$ cat src/rtl/gpzda_field_parser.sv
// rtl/gpzda_field_parser.sv - GPZDA time/date field decoder; optional checksum check enabled by GPZDA_CHECKSUM_EN
module gpzda_field_parser #(
   parameter logic [7:0]  SEED     = 8'h48,
   parameter int unsigned FRAC_MAX = 2
) (
   input  logic        clock,
   input  logic        reset_n,
   input  logic        start,
   input  logic        load,
   input  logic [7:0]  data,
   output logic [4:0]  hour,
   output logic [5:0]  minute,
   output logic [5:0]  second,
   output logic [4:0]  day,
   output logic [3:0]  month,
   output logic [13:0] year,
   output logic        valid,
   output logic        error
);

   typedef enum logic [3:0] {
      IDLE, SEP0, TIME, FRAC, DAY, MONTH, YEAR, ZONE
`ifdef GPZDA_CHECKSUM_EN
      , CSUM_HI, CSUM_LO
`endif
   } state_t;

   state_t      state, state_nxt;
   logic [13:0] acc, acc_nxt;
   logic [3:0]  cnt, cnt_nxt;
   logic        zone_sep, zone_sep_nxt;
   logic [6:0]  p_hour, p_hour_nxt;
   logic [6:0]  p_minute, p_minute_nxt;
   logic [6:0]  p_second, p_second_nxt;
   logic [6:0]  p_day, p_day_nxt;
   logic [6:0]  p_month, p_month_nxt;
   logic [13:0] p_year, p_year_nxt;
   logic        valid_nxt, error_nxt, commit;

   logic        is_digit, is_term, range_ok;
   logic [3:0]  dig;
   logic [13:0] val;

`ifdef GPZDA_CHECKSUM_EN
   logic [7:0]  csum, csum_nxt;
   logic        hex_ok;
   logic [3:0]  hex_nib;
`endif

   assign is_digit = (data >= 8'h30) && (data <= 8'h39);
   // For an ASCII digit the low nibble equals data - 8'h30.
   assign dig      = data[3:0];
   // At most four digits ever accumulate, so 9999 fits without overflow.
   assign val      = (acc * 14'd10) + {10'd0, dig};
   assign range_ok = (p_hour <= 7'd23) && (p_minute <= 7'd59) && (p_second <= 7'd60) &&
                     (p_day >= 7'd1) && (p_day <= 7'd31) &&
                     (p_month >= 7'd1) && (p_month <= 7'd12);

`ifdef GPZDA_CHECKSUM_EN
   assign is_term = (data == 8'h2A);

   // Uppercase hex digit decode for the two checksum characters.
   always_comb begin
      hex_ok  = 1'b1;
      hex_nib = data[3:0];
      if (is_digit) begin
         hex_nib = data[3:0];
      end else if ((data >= 8'h41) && (data <= 8'h46)) begin
         hex_nib = data[3:0] + 4'd9;
      end else begin
         hex_ok = 1'b0;
      end
   end
`else
   assign is_term = (data == 8'h2A) || (data == 8'h0D);
`endif

   // Next-state, datapath and pulse decode for one consumed byte.
   always_comb begin
      state_nxt    = state;
      acc_nxt      = acc;
      cnt_nxt      = cnt;
      zone_sep_nxt = zone_sep;
      p_hour_nxt   = p_hour;
      p_minute_nxt = p_minute;
      p_second_nxt = p_second;
      p_day_nxt    = p_day;
      p_month_nxt  = p_month;
      p_year_nxt   = p_year;
      valid_nxt    = 1'b0;
      error_nxt    = 1'b0;
      commit       = 1'b0;
`ifdef GPZDA_CHECKSUM_EN
      csum_nxt     = csum;
`endif
      if (start) begin
         state_nxt    = SEP0;
         acc_nxt      = '0;
         cnt_nxt      = '0;
         zone_sep_nxt = 1'b0;
`ifdef GPZDA_CHECKSUM_EN
         csum_nxt     = SEED;
`endif
      end else if (load) begin
`ifdef GPZDA_CHECKSUM_EN
         if ((state != IDLE) && (state != CSUM_HI) && (state != CSUM_LO) && (data != 8'h2A))
            csum_nxt = csum ^ data;
`endif
         case (state)
            SEP0: begin
               if (data == 8'h2C) state_nxt = TIME;
               else error_nxt = 1'b1;
            end
            TIME: begin
               if (is_digit) begin
                  if (cnt == 4'd6) begin
                     error_nxt = 1'b1;
                  end else begin
                     cnt_nxt = cnt + 4'd1;
                     // Time digits pair up as hh mm ss; each completed pair is latched.
                     if (cnt[0]) begin
                        acc_nxt = '0;
                        case (cnt)
                           4'd1:    p_hour_nxt   = val[6:0];
                           4'd3:    p_minute_nxt = val[6:0];
                           default: p_second_nxt = val[6:0];
                        endcase
                     end else begin
                        acc_nxt = val;
                     end
                  end
               end else if ((data == 8'h2E) && (cnt == 4'd6)) begin
                  state_nxt = FRAC;
                  cnt_nxt   = '0;
               end else if ((data == 8'h2C) && (cnt == 4'd6)) begin
                  state_nxt = DAY;
                  cnt_nxt   = '0;
                  acc_nxt   = '0;
               end else begin
                  error_nxt = 1'b1;
               end
            end
            FRAC: begin
               if (is_digit && ({28'd0, cnt} < FRAC_MAX)) begin
                  cnt_nxt = cnt + 4'd1;
               end else if (data == 8'h2C) begin
                  state_nxt = DAY;
                  cnt_nxt   = '0;
                  acc_nxt   = '0;
               end else begin
                  error_nxt = 1'b1;
               end
            end
            DAY, MONTH, YEAR: begin
               if (is_digit && (cnt != ((state == YEAR) ? 4'd4 : 4'd2))) begin
                  acc_nxt = val;
                  cnt_nxt = cnt + 4'd1;
               end else if ((data == 8'h2C) && (cnt == ((state == YEAR) ? 4'd4 : 4'd2))) begin
                  acc_nxt = '0;
                  cnt_nxt = '0;
                  if (state == DAY) begin
                     p_day_nxt = acc[6:0];
                     state_nxt = MONTH;
                  end else if (state == MONTH) begin
                     p_month_nxt = acc[6:0];
                     state_nxt   = YEAR;
                  end else begin
                     p_year_nxt   = acc;
                     zone_sep_nxt = 1'b0;
                     state_nxt    = ZONE;
                  end
               end else begin
                  error_nxt = 1'b1;
               end
            end
            ZONE: begin
               if (is_digit && (cnt != 4'd2)) begin
                  cnt_nxt = cnt + 4'd1;
               end else if ((data == 8'h2C) && !zone_sep) begin
                  zone_sep_nxt = 1'b1;
                  cnt_nxt      = '0;
               end else if (is_term && zone_sep && range_ok) begin
`ifdef GPZDA_CHECKSUM_EN
                  state_nxt = CSUM_HI;
`else
                  commit = 1'b1;
`endif
               end else begin
                  error_nxt = 1'b1;
               end
            end
`ifdef GPZDA_CHECKSUM_EN
            CSUM_HI: begin
               if (hex_ok) begin
                  acc_nxt   = {10'd0, hex_nib};
                  state_nxt = CSUM_LO;
               end else begin
                  error_nxt = 1'b1;
               end
            end
            CSUM_LO: begin
               if (hex_ok && ({acc[3:0], hex_nib} == csum)) commit = 1'b1;
               else error_nxt = 1'b1;
            end
`endif
            default: ;
         endcase
         if (commit) valid_nxt = 1'b1;
         if (commit || error_nxt) state_nxt = IDLE;
      end
   end

   // Parser state, pending fields and registered result pulses.
   always_ff @(posedge clock or negedge reset_n) begin
      if (!reset_n) begin
         state    <= IDLE;
         acc      <= '0;
         cnt      <= '0;
         zone_sep <= 1'b0;
         p_hour   <= '0;
         p_minute <= '0;
         p_second <= '0;
         p_day    <= '0;
         p_month  <= '0;
         p_year   <= '0;
         valid    <= 1'b0;
         error    <= 1'b0;
`ifdef GPZDA_CHECKSUM_EN
         csum     <= SEED;
`endif
      end else begin
         state    <= state_nxt;
         acc      <= acc_nxt;
         cnt      <= cnt_nxt;
         zone_sep <= zone_sep_nxt;
         p_hour   <= p_hour_nxt;
         p_minute <= p_minute_nxt;
         p_second <= p_second_nxt;
         p_day    <= p_day_nxt;
         p_month  <= p_month_nxt;
         p_year   <= p_year_nxt;
         valid    <= valid_nxt;
         error    <= error_nxt;
`ifdef GPZDA_CHECKSUM_EN
         csum     <= csum_nxt;
`endif
      end
   end

   // Visible fields change only when a whole sentence is accepted.
   always_ff @(posedge clock or negedge reset_n) begin
      if (!reset_n) begin
         hour   <= '0;
         minute <= '0;
         second <= '0;
         day    <= '0;
         month  <= '0;
         year   <= '0;
      end else if (commit) begin
         hour   <= p_hour[4:0];
         minute <= p_minute[5:0];
         second <= p_second[5:0];
         day    <= p_day[4:0];
         month  <= p_month[3:0];
         year   <= p_year;
      end
   end

endmodule
$ cat config.mk
export PLATFORM = sky130hd
export DESIGN_NAME = gpzda_field_parser
export DESIGN_NICKNAME = d
export VERILOG_FILES = /design/src/rtl/gpzda_field_parser.sv
export SDC_FILE = /design/constraint.sdc
export NUM_CORES = 1
export LEC_CHECK = 0
export CAP_MARGIN = 20
export CORE_MARGIN = 2
export CORE_UTILIZATION = 35
export CTS_CLUSTER_DIAMETER = 200
export CTS_CLUSTER_SIZE = 8
export DETAILED_ROUTE_END_ITERATION = 7
export MAX_ROUTING_LAYER = met4
export PLACE_DENSITY_LB_ADDON = 0.15
export SETUP_SLACK_MARGIN = 0.2
export SYNTH_ARGS = -nofsm -noshare
export SYNTH_HDL_FRONTEND = slang
export SYNTH_SLANG_ARGS = --single-unit
$ cat constraint.sdc
create_clock -name clock -period 4.1 [get_ports clock]
set_input_delay 0.615 -clock clock [delete_from_list [all_inputs] [get_ports clock]]
set_output_delay 0.615 -clock clock [all_outputs]
set_load 0.02 [all_outputs]
After elaboration in Yosys (flattened, before gate mapping)
Index checks and enable logic that the tools add are counted.

Flip-flop bits (word level): 114. Word-level logic and storage cells: 188. Output and inout bits: 42.

$add $sub $neg: 2. $lt $le $gt $ge: 10. Multiply operators: 1. Bitwise operators: 6. Eq/ne operators: 39. Mux-type cells: 76. Reduce and logical (&&, ||, !) cells: 36.

Operators with widths (count): $mux W14 (11); $mux W4 (23); $ne A4 B4 Y1 const B (12); $pmux W14 S3 (1); $reduce_and A7 Y1 (6); $mux W1 (35); $pmux W4 S4 (2); $eq A8 B6 Y1 const B (3); $ne A3 B3 Y1 const B (8); $eq A4 B3 Y1 const B (5); $logic_and A1 B1 Y1 (16); $reduce_and A8 Y1 (2); $add A14 B4 Y14 (1); $ge A7 B1 Y1 const B (2); $le A7 B5 Y1 const B (2); $le A7 B6 Y1 const B (2); $mul A14 B3 Y13 const B (1); $eq A4 B2 Y1 const B (3); $ne A5 B5 Y1 const B (2); $reduce_and A9 Y1 (1); $eq A4 B1 Y1 const B (2); $eq A8 B4 Y1 const B (1); $ge A8 B6 Y1 const B (1); $le A8 B6 Y1 const B (1); 21 further kinds (27).

Logic depth before layout (Yosys ltp)
Gate-level depths: netlist of run 1.

Depth in word-level cells: 18. Mapped depth: 12. Mapped depth without buffers: 12.

Worst setup path before layout of run 1
Ideal clock, no wire load.

Path type: register -> register. Start point: reg acc[1]. End point: reg acc[13]. Buffers on the path: 0. Library setup time: 83 ps. Required time: 4017 ps. Arrival: 2741 ps. Path slack: 1277 ps. Stages on the path, launching flop included: 13. Path through: dfrtp_1 > ha_1 > ha_1 > inv_1 > fa_1 > nor2b_1 > o311ai_1 > a211o_1 > nand3_1 > nor3b_2 > nand3_1 > xnor3_1 > o21ai_0.

Longest elaborated chain between the ends: 8. Elaborated cells between the ends (all ways): 9.

Ends and longest elaborated chain: from (decl) (RTL line 29) `logic [13:0] acc, acc_nxt;`; from (signal assigned) (RTL line 233) `acc <= acc_nxt;`; $mul A14 B3 Y13 * (RTL line 54) `assign val = (acc * 14'd10) + {10'd0, dig};`; $add A14 B4 Y14 * (RTL line 54); $mux W14 (RTL line 121) `if (cnt[0]) begin`; $mux W14 (RTL line 116) `if (cnt == 4'd6) begin`; $mux W14 (RTL line 115) `if (is_digit) begin`; $pmux W14 S3 * (RTL line 109) `case (state)`; $mux W14 * (RTL line 104) `end else if (load) begin`; $mux W14 * (RTL line 96) `if (start) begin`.

Every way passes the cells marked *; elsewhere a longest branch is shown, timed or not. The select of a mux whose other input is x is not followed. A chain may end at the register's enable or synchronous reset.

Worst setup path after layout of run 1
Same ends and word-level chain as after synthesis.

==> impl_metrics.tcl, run 1 <==
set metrics [dict create \
    timing.final.crit_period_ns 3.23 \
    detailedRoute.firstPassIterationCount 4 \
    clk_path_buf_depth 2 \
    grt_antenna_before_repair 0 \
    grt_pass1_vias 4267 \
    routed_wl_um 13600 \
    highest_layer "met4" \
    crit_type "flip-flop to flip-flop" \
    rsz0062_at_grt "false" \
    coreArea_sq_um 16500 \
    setup_viol 0 \
    peakVddDrop_mv 0.288 \
    syn-cell-area_sq_um 5870 \
    rows 47 \
    chipWidth_um 133 \
    finClkSkew_ns 0.00492 \
    nets 665 \
    post_cts_resized 0 \
    cp-start-kind "flip-flop" \
    die_y_um 133 \
    drt_iter0_drc 167 \
    status "finished, final reports clean" \
    synth_fp_nets 607 \
    routedLengthMet1_um 6470 \
    dp_slack_ns 0.630 \
    synthFlopType "dfrtp_1" \
    ant_nets 0 \
    end_kind "flip-flop" \
    synth_edf_count 0 \
    met2_length_um 6490 \
    ys_ff_latch 113 \
    grt_max_degree 62 \
    wl_met3_um 449 \
    synth.avg_cell_area_sq_um 10.3 \
    gp_congestion 0.873 \
    antenna_cells 0 \
    hpwl_um 10000 \
    drive_gt1_frac 0.166 \
    worstMarginPinSlew_ns 0.830 \
    htree_levels 4 \
    cp.required_ns 4.43 \
    powerDensity_nw_per_um2 351 \
    cts_setup_buffers 0 \
    grt_util_all_layers 0.169 \
    period_share 0.789 \
    overflow 0 \
    grt_first_pass_wirelength_um 22700 \
    fp.dieArea_sq_um 17800 \
    worst_slack_ns 0.865 \
    portBuffers 53 \
    viasPerCell 4.97 \
    drcViolationCount 0 \
    synthArstFlopShare 1.00 \
    cts_root_buf "clkbuf_16" \
    ys_seq_area_frac 0.482 \
    clock_latency_ns 0.42 \
    wire_per_inst_um 15.8 \
    hold_viol_final 0 \
    ios 54 \
    cp_max_fo 7 \
    netlist_instances 568 \
    drv_slew 0 \
    dr_total_vias 4273 \
    max_cap_viol_count 0 \
    cts_buffers 17 \
    yosysUniqueCellTypes 72 \
    hold_class "input pin to async pin" \
    leakagePower_nw 3.35 \
    fmax_ghz 0.309 \
    syn_to_final_growth_pct 21.5 \
    clk_pin_slew_worst_paths_ns 0.05 \
    setup_tns_ns 0 \
    timing.slew.headroom 0.442 \
    initial_core_util 0.356 \
    cts.sinks 113 \
    ctsHoldBuffers 0 \
    cp.arrival_ns 3.57 \
    cts_tree "built" \
    ys_warn_count 0 \
]
state kept, by name (all words and copies together) (netlist names):
name / count
zone_sep: 1
p_month: 7
p_second: 7
acc: 14
month: 4
p_minute: 7
year: 14
state: 3
p_hour: 7
second: 6
p_day: 7
valid: 1
p_year: 14
cnt: 4
hour: 5
error: 1
day: 5
minute: 6
worst paths after layout:
path / startpoint / to / slack, ns / depth (start not counted)
worst max-delay path: acc[1]$_DFFE_PN0P_ / acc[13]$_DFFE_PN0P_ / 0.87 / 12
worst min register to register: p_year[13]$_DFFE_PN0P_ / year[13]$_DFFE_PN0P_ / 0.46 / 2
worst max register to register: acc[1]$_DFFE_PN0P_ / acc[13]$_DFFE_PN0P_ / 0.87 / 12
max in group asynchronous: reset_n / acc[9]$_DFFE_PN0P_ / 2.94 / 2
min in group clock: p_year[13]$_DFFE_PN0P_ / year[13]$_DFFE_PN0P_ / 0.46 / 2
worst min-delay path: reset_n / second[1]$_DFFE_PN0P_ / 0.28 / 1
through the flow:
stage / std cells / cell area, sq um / utilization / hold slack (ns) / total power, mW
global placement: 827 / 6600 / 0.401 / 0.452 / 1.23
finish: 859 / 7130 / 0.433 / 0.282 / 2.50
global route: 859 / 7130 / 0.433 / 0.339 / 2.60
CTS: 859 / 7130 / 0.433 / 0.300 / 2.54
detailed placement: 827 / 6600 / 0.401 / 0.457 / 1.23
floorplan: 568 / 5870 / - / 0.319 / 1.17
cell type report:
type	count	area (sq um)
clock inverters	9	60.1
flip-flops and latches	113	2830
multi-input cells	421	2850
repair buffers	60	593
inverters	13	48.8
fillers	1622	9340
well taps	220	275
clock buffers	23	468
synthesized netlist by cell type (all sizes together), types with 2 or more instances:
cell type,number,area share
a211oi,5,0.0073
a21o,2,0.0026
a21oi,12,0.012
a311oi,2,0.0030
a31oi,3,0.0032
a41oi,2,0.0055
and2,2,0.0023
and4bb,2,0.0043
buf,15,0.020
clkbuf,6,0.0038
dfrtp,113,0.48
fa,2,0.0068
ha,25,0.053
inv,13,0.0083
mux2,43,0.083
mux2i,5,0.0085
nand2,154,0.099
nand2b,8,0.0085
nand3,13,0.013
nand3b,4,0.0073
nand4,5,0.0053
nand4b,2,0.0030
nor2,20,0.016
nor2b,3,0.0032
nor3,12,0.015
nor3b,5,0.0073
nor4,3,0.0053
nor4b,3,0.0070
o211ai,3,0.0038
o21a,3,0.0038
o21ai,27,0.024
o21bai,2,0.0026
o22ai,2,0.0021
o31ai,10,0.014
or2,4,0.0051
or3,2,0.0021
or4,4,0.0051
xnor2,11,0.016
xor2,6,0.0090
metal layers:
| layer | up-vias | GRT usage |
|---|---|---|
| li1 | 2110 | - |
| met1 | 2071 | 0.215 |
| met2 | 76 | 0.267 |
| met3 | 16 | 0.0388 |
| met4 | 0 | 0.0567 |
| met5 | - | - |
worst max-delay path, cell delays in order (launching register included):
cell and delay [ns]:
dfrtp_1 0.48, ha_1 0.34, ha_1 0.18, inv_1 0.06, fa_1 0.39, nor2b_1 0.18, o311ai_1 0.17, a211o_1 0.32
nand3_1 0.13, nor3b_2 0.24, nand3_1 0.11, xnor3_1 0.38, o21ai_0 0.15
kinds of logic (layout without fill, tap and decap cells):
family | after synthesis | after routing | share of synthesized area
simple gates | 250 | 250 | 0.214
xor+xnor | 18 | 18 | 0.0292
buf+inv | 34 | 105 | 0.0318
flops | 113 | 113 | 0.482
compound gates | 78 | 78 | 0.0915
mux | 48 | 48 | 0.0911
fa+ha+maj | 27 | 27 | 0.0601
cells in the final DEF, fill, tap and decap left out, types with 5 or more instances in the layout:
master           count
xnor2_1             11
nand2b_1             8
clkbuf_16           17
mux2_2              43
xor2_1               6
nor2_1              17
nand4_1              5
buf_4                7
o21ai_0             14
clkdlybuf4s50_1     52
a21oi_1             11
nand2_1            153
mux2i_1              5
o21ai_1             12
inv_1               12
dfrtp_1            113
o31ai_1              9
ha_1                25
nand3_1             11
nor3_1               9
where the power goes:
group	switching [mW]	leakage (nW)	internal, mW
registers	0.00514	1.56	1.12
clock network	0.495	0.253	0.798
logic	0.0571	1.53	0.0268
Note: power is estimated with default switching activity, not from simulation.
==> inputs of run 2 (changes only) <==
clock period = 3.32 ns   (was 4.1 ns; I/O delays follow)
==> run 2 against run 1 <==
  * Routed wire length shrank 0.51%
  * Sequential share of layout area shrank 1.5 points
  * Design area grew 3.9%
  * Critical path depth is the same
  * Via count grew 1.8%
  * Fmax grew 10%
  * Combinational power grew 38%
  * Clock skew grew 0.0044 ns
  * Global-route usage shrank 0.36 points
==> impl_metrics.tcl, run 2 (synthesis results as in run 1) <==
set metrics [dict create \
    dr_total_vias 4352 \
    cts.sinks 113 \
    timing.slew.headroom 0.440 \
    cts_buffers 17 \
    antenna_cells 0 \
    setup_tns_ns 0 \
    cp.arrival_ns 3.27 \
    clk_pin_slew_worst_paths_ns 0.06 \
    drcViolationCount 0 \
    portBuffers 53 \
    drv_slew 0 \
    cts_root_buf "clkbuf_16" \
    wire_per_inst_um 15.4 \
    status "finished, final reports clean" \
    grt_first_pass_wirelength_um 22400 \
    worstMarginPinSlew_ns 0.840 \
    ctsHoldBuffers 0 \
    max_cap_viol_count 0 \
    rsz0062_at_grt "false" \
    coreArea_sq_um 16500 \
    worst_slack_ns 0.389 \
    die_y_um 133 \
    hold_class "input pin to async pin" \
    powerDensity_nw_per_um2 451 \
    peakVddDrop_mv 0.344 \
    period_share 0.883 \
    r2r_start "acc[3]$_DFFE_PN0P_" \
    setup_viol 0 \
    drive_gt1_frac 0.205 \
    finClkSkew_ns 0.00934 \
    fill_cells 1565 \
    cp_max_fo 3 \
    hold_viol_final 0 \
    detailedRoute.firstPassIterationCount 5 \
    syn_to_final_growth_pct 26.2 \
    grt_antenna_before_repair 0 \
    routed_wl_um 13500 \
    critical_path.startpoint "acc[3]$_DFFE_PN0P_" \
    timing.final.crit_period_ns 2.93 \
    fp.dieArea_sq_um 17800 \
    initial_core_util 0.356 \
    ios 54 \
    grt_util_all_layers 0.165 \
    grt_pass1_vias 4274 \
    dp_cells 840 \
    chipWidth_um 133 \
    cts_tree "built" \
    drt_iter0_drc 206 \
    grt_max_degree 67 \
    nets 681 \
    mostFrequentLayoutCells "nand2_1, dfrtp_1, clkdlybuf4s50_1" \
    end_kind "flip-flop" \
    clk_path_buf_depth 2 \
    hpwl_um 9840 \
    final_common_cell "nand2_1" \
    dp_slack_ns 0.131 \
    cp-start-kind "flip-flop" \
    reg_top3 "acc (14), p_year (14), year (14)" \
    stdcell_count 875 \
    viasPerCell 4.97 \
    ant_nets 0 \
    leakagePower_nw 3.50 \
    cp.required_ns 3.66 \
    fmax_ghz 0.341 \
    clock_latency_ns 0.41 \
    rows 47 \
    gp_congestion 0.883 \
    crit_type "flip-flop to flip-flop" \
    overflow 0 \
    htree_levels 4 \
]
[run 2: changes by cell type in the layout (fill, tap and decap cells not counted), sizes merged]
cell      delta
clkbuf       +1
clkinv       -1
clkinvlp     -2
bufinv       +2
buf         +16
[run 2: report_power, final]
part | switching, mW | internal [mW] | total [mW]
combinational | 0.0769 | 0.0393 | 0.116
clock | 0.616 | 1.22 | 1.84
sequential | 0.00163 | 1.38 | 1.38
total | 0.695 | 2.64 | 3.34
[run 2: cell type report]
type / count / area (sq um) / share of cell area
Clock inverter: 8 / 100 / 0.0135
Inverter: 13 / 48.8 / 0.00659
Tap cell: 220 / 275 / 0.0372
Clock buffer: 24 / 512 / 0.0691
Timing Repair Buffer: 76 / 738 / 0.0997
Sequential cell: 113 / 2830 / 0.382
Multi-Input combinational cell: 421 / 2900 / 0.392
[run 2: metrics by stage]
stage	util	hold slack [ns]	instance area, sq um	total power [mW]
floorplan	-	0.202	5870	1.45
global placement	0.408	0.447	6720	1.52
detailed placement	0.408	0.451	6720	1.52
CTS	0.445	0.213	7330	3.38
global route	0.450	0.268	7400	3.44
finish	0.450	0.190	7400	3.34
[run 2: worst paths after layout]
| path | slack [ns] | cells after the start | to |
|---|---|---|---|
| worst max-delay path | 0.39 | 12 | acc[13]$_DFFE_PN0P_ |
| worst min-delay path | 0.19 | 1 | day[0]$_DFFE_PN0P_ |
| worst max register to register | 0.39 | 12 | acc[13]$_DFFE_PN0P_ |
| worst min register to register | 0.46 | 2 | year[13]$_DFFE_PN0P_ |
| max in group asynchronous | 2.41 | 2 | minute[4]$_DFFE_PN0P_ |
| min in group clock | 0.46 | 2 | year[13]$_DFFE_PN0P_ |
[run 2: routing by layer]
metal | GRT usage | vias up | share of wire
met3 | 0.0392 | 17 | 0.041
met5 | - | - | 0
met4 | 0.0496 | 0 | 0.014
met2 | 0.250 | 100 | 0.47
li1 | - | 2142 | -
met1 | 0.222 | 2093 | 0.48
[run 2: worst max-delay path, stage by stage, from the launching register on]
cell	delay, ns
dfrtp_1	0.38
ha_1	0.28
ha_1	0.19
inv_1	0.07
fa_2	0.36
nor2b_2	0.17
o31ai_1	0.09
xnor2_1	0.33
nand3_2	0.16
nor3b_4	0.23
nand3_1	0.11
xnor3_1	0.38
o21ai_1	0.12
[run 2: repair_timing]
action	CTS	global route
setup endpoints to repair	1	1
gates resized for setup	1	10
setup buffers	0	3
endpoints found under the hold margin	0	0
pin swaps	0	2
==> inputs of run 3 (changes only) <==
GPL_TIMING_DRIVEN = 0   (was unset)
==> run 3 against run 2 <==
  * Setup slack better by 0.094 ns
  * Combinational power shrank 3%
  * Routed wire length up 3.0%
  * Register-to-register slack improved by 0.09 ns
  * Sequential power about the same
  * Non-clock buffer count up 3
  * Final cell count is 0.34% higher
  * Clock power shrank 3%
==> impl_metrics.tcl, run 3 (synthesis results as in run 1) <==
set metrics [dict create \
    status "finished, final reports clean" \
    grt_antenna_before_repair 0 \
    viasPerCell 4.98 \
    end_kind "flip-flop" \
    crit_family "simple AND/OR/NAND/NOR gates" \
    cts_root_buf "clkbuf_16" \
    dr_total_vias 4373 \
    portBuffers 53 \
    final_util 0.446 \
    clk_pin_slew_worst_paths_ns 0.05 \
    gp_congestion 0.867 \
    cts_buffers 17 \
    crit_type "flip-flop to flip-flop" \
    hold_viol_final 0 \
    fmax_ghz 0.353 \
    cts.sinks 113 \
    r2r_start "acc[1]$_DFFE_PN0P_" \
    syn_to_final_growth_pct 25.2 \
    clock_latency_ns 0.42 \
    clk_path_buf_depth 2 \
    grt_first_pass_wirelength_um 23200 \
    powerDensity_nw_per_um2 448 \
    reg_top3 "acc (14), p_year (14), year (14)" \
    final_common_cell "nand2_1" \
    drv_slew 0 \
    chipWidth_um 133 \
    period_share 0.854 \
    die_y_um 133 \
    crit_chain "ha_1 -> ha_1 -> inv_1 -> fa_1 -> nor3b_1 -> nand3b_1 -> nor3b_1 -> nand3_1 -> xor2_1 -> o21ai_1" \
    hold_class "input pin to async pin" \
    cp_max_fo 3 \
    timing.slew.headroom 0.452 \
    max_stage_delay_ns 0.46 \
    overflow 0 \
    cp-start-kind "flip-flop" \
    ff2ff_setup_slack_ns 0.48 \
    nets 684 \
    setup_viol 0 \
    rows 47 \
    hpwl_um 10300 \
    cp_slowest_cell "fa_1" \
    rsz0062_at_grt "false" \
    grt_max_degree 73 \
    drcViolationCount 0 \
    leakagePower_nw 3.47 \
    max_cap_viol_count 0 \
    wire_per_inst_um 15.9 \
    htree_levels 4 \
    detailedRoute.firstPassIterationCount 5 \
    mostFrequentLayoutCells "nand2_1, dfrtp_1, clkdlybuf4s50_1" \
    ant_nets 0 \
    power.total_mw 3.29 \
    cts_tree "built" \
    fill_cells 1588 \
    cp.arrival_ns 3.18 \
    finClkSkew_ns 0.0114 \
    drive_gt1_frac 0.193 \
    stdcell_count 878 \
    placed_area_sq_um 6700 \
    drt_iter0_drc 175 \
    coreArea_sq_um 16500 \
    dp_cells 842 \
    cp.required_ns 3.66 \
    timing.final.crit_period_ns 2.84 \
    worstMarginPinSlew_ns 0.815 \
    ios 54 \
    critical_path.startpoint "acc[1]$_DFFE_PN0P_" \
    grt_pass1_vias 4367 \
    grt_util_all_layers 0.172 \
    routed_wl_um 13900 \
    initial_core_util 0.356 \
    finalInstanceArea_sq_um 7350 \
    peakVddDrop_mv 0.359 \
    cp_num_buf_inv 1 \
    antenna_cells 0 \
    fp.dieArea_sq_um 17800 \
    setup_tns_ns 0 \
]
==> run 3: stage by stage <==
step / hold slack (ns) / worst slack [ns]
after detailed placement: 0.456 / -0.110
after global placement: 0.459 / -2.58
after floorplan: 0.202 / 0.497
after CTS: 0.0759 / 0.201
final: 0.0645 / 0.483
after global routing: 0.0994 / 0.264
==> run 3: what timing repair did <==
| item | CTS | global route |
|---|---|---|
| hold buffers | 0 | 0 |
| pin swaps | 0 | 2 |
| gates resized for setup | 4 | 7 |
| setup buffers | 2 | 2 |
| setup endpoints to repair | 1 | 1 |
| gates cloned | 0 | 0 |
==> run 3: worst reg2reg max path, stage by stage (launching register included) <==
cell and delay (ns):
dfrtp_2 0.42, ha_1 0.30, ha_1 0.22, inv_1 0.07, fa_1 0.47, nor3b_1 0.35, nand3b_1 0.17, nor3b_1 0.35
nand3_1 0.14, xor2_1 0.16, o21ai_1 0.12
==> run 3: layout make-up <==
type | count | area (sq um) | share of cell area
Clock inverter | 9 | 106 | 0.0145
Sequential cell | 113 | 2830 | 0.386
Timing Repair Buffer | 58 | 588 | 0.0800
Inverter | 13 | 48.8 | 0.00664
Multi-Input combinational cell | 421 | 2880 | 0.392
Buffer | 21 | 138 | 0.0187
Tap cell | 220 | 275 | 0.0375
Clock buffer | 23 | 478 | 0.0651
==> run 3: path summary, 6_finish.rpt <==
check,endpoint,cells past startpoint
min reg2reg,year[9]$_DFFE_PN0P_,2
min,day[0]$_DFFE_PN0P_,1
max in group asynchronous,acc[2]$_DFFE_PN0P_,2
max reg2reg,acc[12]$_DFFE_PN0P_,10
max,acc[12]$_DFFE_PN0P_,10
min in group clock,year[9]$_DFFE_PN0P_,2
==> run 3: routing by layer <==
layer | track usage | routed length [um] | vias up
met5 | - | 0 | -
met4 | 0.0514 | 211 | 0
met3 | 0.0419 | 398 | 18
met2 | 0.268 | 6590 | 69
met1 | 0.225 | 6720 | 2143
li1 | - | - | 2143
==> run 3: power breakdown <==
group | total (mW) | switching, mW | leakage [nW] | internal, mW
registers | 1.38 | 0.00309 | 1.56 | 1.38
logic | 0.112 | 0.0756 | 1.64 | 0.0365
clock network | 1.79 | 0.636 | 0.279 | 1.16
total | 3.29 | 0.714 | 3.47 | 2.58
